==> src/rtl/int8_mlp_pkg.sv <==
// Shared types for the int8_mlp_v1_pipelined datapath: INT8 element type and loader FSM states.
package int8_mlp_pkg;

    typedef logic signed [7:0] int8_t;

    typedef enum logic [1:0] {
        LD_IDLE,
        LD_START,
        LD_ARM,
        LD_BUSY
    } ld_state_t;

endpackage

==> src/rtl/int8_fc_input_loader_if.sv <==
// Byte-stream input and FC-layer start/done/vector bus of the input loader.
interface int8_fc_input_loader_if #(
    parameter int IN = 8
);
    import int8_mlp_pkg::*;

    logic           s_valid;
    logic           s_ready;
    int8_t          s_data;
    logic           s_last;
    logic           fc_start;
    logic           fc_done;
    int8_t [IN-1:0] x;
    logic           err_len;

    modport master (
        output s_valid, s_data, s_last, fc_done,
        input  s_ready, fc_start, x, err_len
    );

    modport slave (
        input  s_valid, s_data, s_last, fc_done,
        output s_ready, fc_start, x, err_len
    );

endinterface

==> src/rtl/int8_vec_bank.sv <==
// One IN-entry INT8 vector register bank with a write port and a full flag.
module int8_vec_bank
    import int8_mlp_pkg::*;
#(
    parameter int IN = 8
) (
    input  logic                   clk,
    input  logic                   rst_n,
    input  logic                   we,
    input  logic [$clog2(IN)-1:0]  waddr,
    input  int8_t                  wdata,
    input  logic                   set_full,
    input  logic                   clr_full,
    output logic                   full,
    output int8_t [IN-1:0]         data
);

    // NOTE: the bank contents are reset along with the flag so x can never show stale data after reset.
    always_ff @(posedge clk) begin
        if (!rst_n) begin
            data <= '0;
            full <= 1'b0;
        end else begin
            if (we) begin
                data[waddr] <= wdata;
            end
            if (set_full) begin
                full <= 1'b1;
            end else if (clr_full) begin
                full <= 1'b0;
            end
        end
    end

endmodule

==> src/rtl/int8_fc_input_loader.sv <==
// Assembles INT8 byte stream into IN-element vectors and sequences them into int8_fc_pipelined.
// Define INT8_FC_LOADER_DBUF_EN for two ping-pong banks; the default build uses a single bank.
module int8_fc_input_loader
    import int8_mlp_pkg::*;
#(
    parameter int IN = 8
) (
    input  logic                  clk,
    input  logic                  rst_n,
    int8_fc_input_loader_if.slave bus
);

    localparam int AW = $clog2(IN);
`ifdef INT8_FC_LOADER_DBUF_EN
    localparam int NB = 2;
`else
    localparam int NB = 1;
`endif

    ld_state_t      state, state_nxt;
    logic [AW-1:0]  wr_idx;
    logic [NB-1:0]  wsel, rsel, full, bank_we, bank_set, bank_clr;
    int8_t [IN-1:0] bank_data [NB];
    int8_t [IN-1:0] rd_data, x_q;
    logic           accept, last_slot, rd_full, done_evt, load_x, err_q;

    assign last_slot   = (wr_idx == AW'(IN - 1));
    assign bus.s_ready = ~|(full & wsel);
    assign accept      = bus.s_valid & bus.s_ready;
    assign rd_full     = |(full & rsel);
    assign bank_we     = {NB{accept}} & wsel;
    assign bank_set    = {NB{accept & last_slot}} & wsel;
    assign bank_clr    = {NB{done_evt}} & rsel;

`ifdef INT8_FC_LOADER_DBUF_EN
    logic wr_ptr, rd_ptr;

    always_ff @(posedge clk) begin
        if (!rst_n) begin
            wr_ptr <= 1'b0;
            rd_ptr <= 1'b0;
        end else begin
            if (accept && last_slot) begin
                wr_ptr <= ~wr_ptr;
            end
            if (done_evt) begin
                rd_ptr <= ~rd_ptr;
            end
        end
    end

    assign wsel = {wr_ptr, ~wr_ptr};
    assign rsel = {rd_ptr, ~rd_ptr};
`else
    assign wsel = 1'b1;
    assign rsel = 1'b1;
`endif

    for (genvar b = 0; b < NB; b++) begin : g_bank
        int8_vec_bank #(.IN(IN)) u_bank (
            .clk      (clk),
            .rst_n    (rst_n),
            .we       (bank_we[b]),
            .waddr    (wr_idx),
            .wdata    (bus.s_data),
            .set_full (bank_set[b]),
            .clr_full (bank_clr[b]),
            .full     (full[b]),
            .data     (bank_data[b])
        );
    end

    always_comb begin
        rd_data = '0;
        for (int b = 0; b < NB; b++) begin
            if (rsel[b]) begin
                rd_data = bank_data[b];
            end
        end
    end

    // NOTE: every output of this block gets a default first so no path can infer a latch.
    always_comb begin
        state_nxt = state;
        done_evt  = 1'b0;
        load_x    = 1'b0;
        case (state)
            LD_IDLE: begin
                if (rd_full) begin
                    state_nxt = LD_START;
                    load_x    = 1'b1;
                end
            end
            LD_START: state_nxt = LD_ARM;
            // fc_done is deliberately not looked at here: a level done left over from
            // the previous vector must not complete this one.
            LD_ARM:   state_nxt = LD_BUSY;
            LD_BUSY: begin
                if (bus.fc_done) begin
                    state_nxt = LD_IDLE;
                    done_evt  = 1'b1;
                end
            end
            default:  state_nxt = LD_IDLE;
        endcase
    end

    always_ff @(posedge clk) begin
        if (!rst_n) begin
            state  <= LD_IDLE;
            wr_idx <= '0;
            err_q  <= 1'b0;
            x_q    <= '0;
        end else begin
            state <= state_nxt;
            err_q <= 1'b0;
            if (load_x) begin
                x_q <= rd_data;
            end
            if (accept) begin
                if (last_slot) begin
                    wr_idx <= '0;
                    err_q  <= ~bus.s_last;
                end else if (bus.s_last) begin
                    wr_idx <= '0;
                    err_q  <= 1'b1;
                end else begin
                    wr_idx <= wr_idx + 1'b1;
                end
            end
        end
    end

    assign bus.fc_start = (state == LD_START);
    assign bus.x        = x_q;
    assign bus.err_len  = err_q;

endmodule

==> src/flat_wrapper.sv <==
// flat-port wrapper written by rule: the top's interface ports become plain ports
module int8_fc_input_loader_flat import int8_mlp_pkg::*;
#(
    parameter int IN = 8
)
  (clk, rst_n, bus_s_valid, bus_s_data, bus_s_last, bus_fc_done, bus_s_ready, bus_fc_start, bus_x, bus_err_len);
  int8_fc_input_loader_if #(.IN(IN)) bus_i ();
  input  logic clk;
  input  logic rst_n;
  input wire logic [$bits(bus_i.s_valid)-1:0] bus_s_valid;
  input wire logic [$bits(bus_i.s_data)-1:0] bus_s_data;
  input wire logic [$bits(bus_i.s_last)-1:0] bus_s_last;
  input wire logic [$bits(bus_i.fc_done)-1:0] bus_fc_done;
  output wire logic [$bits(bus_i.s_ready)-1:0] bus_s_ready;
  output wire logic [$bits(bus_i.fc_start)-1:0] bus_fc_start;
  output wire logic [$bits(bus_i.x)-1:0] bus_x;
  output wire logic [$bits(bus_i.err_len)-1:0] bus_err_len;
  assign bus_i.s_valid = bus_s_valid;
  assign bus_i.s_data = bus_s_data;
  assign bus_i.s_last = bus_s_last;
  assign bus_i.fc_done = bus_fc_done;
  assign bus_s_ready = bus_i.s_ready;
  assign bus_fc_start = bus_i.fc_start;
  assign bus_x = bus_i.x;
  assign bus_err_len = bus_i.err_len;
  int8_fc_input_loader #(.IN(IN)) u_core (.clk(clk), .rst_n(rst_n), .bus(bus_i));
endmodule
==> config.mk <==
export PLATFORM = sky130hd
export DESIGN_NAME = int8_fc_input_loader_flat
export DESIGN_NICKNAME = d
export VERILOG_FILES = /design/src/rtl/int8_mlp_pkg.sv /design/src/rtl/int8_fc_input_loader_if.sv /design/src/rtl/int8_vec_bank.sv /design/src/rtl/int8_fc_input_loader.sv /design/src/flat_wrapper.sv
export SDC_FILE = /design/constraint.sdc
export NUM_CORES = 1
export LEC_CHECK = 0
export CORE_MARGIN = 10
export CORE_UTILIZATION = 25
export CTS_CLUSTER_SIZE = 20
export DETAILED_ROUTE_END_ITERATION = 16
export PLACE_DENSITY = 0.43
export SLEW_MARGIN = 20
export SYNTH_ARGS = -nofsm -noshare
export SYNTH_HDL_FRONTEND = slang
export SYNTH_SLANG_ARGS = --single-unit
==> constraint.sdc <==
create_clock -name clk -period 2.06 [get_ports clk]
set_clock_uncertainty 0.15 [all_clocks]
set_input_delay 0.309 -clock clk [delete_from_list [all_inputs] [get_ports clk]]
set_output_delay 0.309 -clock clk [all_outputs]
set_load 0.01 [all_outputs]
==> results.md <==
* CP required at 1.60 ns
* Die area at 0.0257 mm^2
* Synth warn at 0
* GPL Wtd Cong at 0.740
* Placed cell count at 873
* Buf/Inv on CP at 2
* Final period util at 0.935
* Top-area cell type share of the netlist area at 0.550
* # DRC at 0
* Worst-path clk slew at 0.06 ns
* CORE AREA at 0.0194 mm^2
* Met2 usage at 0.168
* H-Tree Depth at 4
* R2R setup slack at 0.31 ns
* Gate Count Post-Synth at 544
* CP Capture Type: output port
* Cell internal pwr at 4.50 mW
* Comb power frac at 0.029
* Final Slew Violations at 0
* Overflow after GRT at 0
* Crit path max-delay family: buffers and inverters
* Synth area leaders: dfxtp_1 55%, nand2_1 16%, mux2i_1 13%
* Vias per inst at 4.19
* Post-route ant nets at 0
* I/O pins at 80
* RSZ-0062 raised after global routing: no
* Post-CTS Hold Fix Bufs at 0
* Worst path max stage delay at 0.55 ns
* Nets at 648
* Cell accounting for the most synthesized area: dfxtp_1
* CTS buffer count at 17
* Num Clock Sinks at 135
* Final Hold Viols at 0
* Largest fanout on the critical path at 11
* CTS Buffer Depth at 2
* Yosys reg bits at 135
* Starting density of the core at 0.253
* Actual slew at the worst max-slew pin at 0.555 ns
* Row cnt at 51
* Die Span X at 160 um
* DP Wirelength at 9.15 mm
* Postcts setup bufs at 0
* GRT met3 Usage at 0.0401
* Total power at 5.68 mW
* P_sw at 1.18 mW
* CTS tree: built
* Critical path launch point type: flip-flop
* Die Span Y at 160 um
* Yosys cell types at 31
* Setup CP Type: reg2out
* Power density cells at 858 mW/mm^2
* F_max at 519 MHz
* Total number of vias at 3783
* Worst vdd ir at 0.583 mV
* Hold Path Class: reg2reg
* Max-Cap Viols at 0
* Flop pwr share at 0.466
* Core Util, Final at 0.342
* Antenna Cells at 0
* Gr usage total at 0.103
* CTS root buf: clkbuf_16
* Met1 Usage GRT at 0.123
* Critical path arrival at 1.47 ns
* Drt pass-1 iters at 4
* Syn_area_per_cell at 9.03 um^2
* Area grow syn2layout at 34.9%
* First-pass GRT wire length at 20.9 mm
* Routed WL at 13.2 mm
* Fillers at 2059
* Slew headroom at 0.629
* Clock period minus worst slack at 1.93 ns
* Worst path slowest cell: clkdlybuf4s50_1
* Area of the mapped netlist at 0.00491 mm^2
* Vias in the first global route at 3851
* Most Crowded Layer GR: met2
* Setup TNS at 0 ns
* Sw Ratio at 0.208
* Clock share of power at 0.505
* Crit-path cells: inv_1 -> clkdlybuf4s50_1
* Initial antenna violation count at 0
* Leak at 2.49 nW
* Routed len/inst at 14.6 um
* IO Port Bufs at 79
* Final non-filler cell total at 903
* # setup viols final at 0
* Fraction of layout cells with a size suffix above 1 at 0.0893
* Worst-Skew Late Latency at 0.41 ns
* Final hold slack at 0.302 ns
* Register area share after synthesis at 0.550
* DR iter-0 viols at 184
* Syn Nets at 565
* Outcome: complete, no violations
* Largest net degree at the start of global routing at 65
cell usage in the layout (no fill, tap or decap), types with 2 or more instances in the layout:
cell type and count:
ha_1 8, nand2_1 203, nand2b_1 3, buf_4 14
buf_12 3, clkbuf_16 17, mux2i_1 65, nor2b_1 2
or4_1 2, clkinv_2 8, inv_1 3, nor2_2 2
o21ai_0 2, nor2_1 3, clkdlybuf4s50_1 77, dfxtp_1 134
nand3_1 2, bufinv_16 2, a21oi_1 67, clkbuf_8 2
registers in the layout (all words and copies together) (netlist names):
register                   flops
u_core.bus.err_len             1
u_core.bus.x                  64
u_core.g_bank.u_bank.data     64
u_core.g_bank.u_bank.full      1
u_core.state                   2
u_core.wr_idx                  3
stage by stage:
| stage | area (um^2) | setup slack, ns |
|---|---|---|
| final | 6630 | 0.135 |
| after CTS | 6620 | 0.0185 |
| after floorplan | 4910 | 0.433 |
| after global placement | 6060 | 0.0368 |
| after global routing | 6630 | 0.0625 |
| after detailed placement | 6060 | 0.00319 |
worst paths after layout:
path,startpoint,end,cells after the start
worst max-delay path,u_core.g_bank[0].u_bank.full,bus_s_ready,2
worst min-delay path,u_core.g_bank[0].u_bank.data[26],u_core.bus.x[26],2
worst max register to register,u_core.wr_idx[0],u_core.wr_idx[1],4
worst min register to register,u_core.g_bank[0].u_bank.data[26],u_core.bus.x[26],2
cell type report:
type,instances,area (um^2),area share
multi-input cells,373,2060,0.311
flip-flops and latches,135,2700,0.408
well taps,265,332,0.0500
inverters,4,15.0,0.00227
repair buffers,96,953,0.144
clock buffers,19,453,0.0684
clock inverters,11,108,0.0162
cell families after synthesis:
kind of cell,count (synthesis),share of synthesized area
AND/OR/NAND/NOR,228,0.191
AO/OA/AOI/OAI,71,0.0736
XOR/XNOR,1,0.00178
flip-flops,135,0.550
multiplexers,65,0.132
adder cells (fa/ha/maj),8,0.0204
buffers and inverters,36,0.0311
synth_stat cells:
cell / count
a21oi_1: 67
a22oi_1: 1
a311oi_1: 1
and2_1: 1
and3_1: 1
buf_1: 1
buf_2: 11
buf_4: 1
clkbuf_1: 19
dfxtp_1: 135
ha_1: 8
inv_1: 3
inv_2: 1
mux2i_1: 65
nand2_1: 204
nand2b_1: 3
nand2b_4: 1
nand3_1: 2
nand3b_1: 1
nor2_1: 3
nor2_2: 2
nor2b_1: 2
nor3_1: 1
nor3_4: 1
nor3b_1: 1
nor4b_1: 1
o21ai_0: 2
or3b_2: 1
or4_1: 2
or4b_1: 1
xnor2_1: 1
worst min-delay path, stage by stage, from the launching register on:
cell     delay (ns)
dfxtp_1        0.30
nand2_1        0.05
a21oi_1        0.05
routing by layer:
metal	wire length (um)	part of all wire	up-vias
met4	151	0.011	0
met2	6170	0.47	63
li1	-	-	1944
met1	6190	0.47	1765
met3	683	0.052	11
met5	0	0	-
power by group through the flow:
stage	sequential [mW]	clock [mW]	combinational (mW)
2_1_floorplan	2.70	0	0.0892
3_3_place_gp	2.70	0	0.167
3_5_place_dp	2.70	0	0.169
4_1_cts	2.64	2.96	0.169
5_1_grt	2.64	3.08	0.181
6_report	2.64	2.87	0.165
what timing repair did:
action,CTS,global route
endpoints found under the setup margin,1,1
pin swaps,0,0
gates resized for setup,1,1
Power figures use the tool's default switching activity.
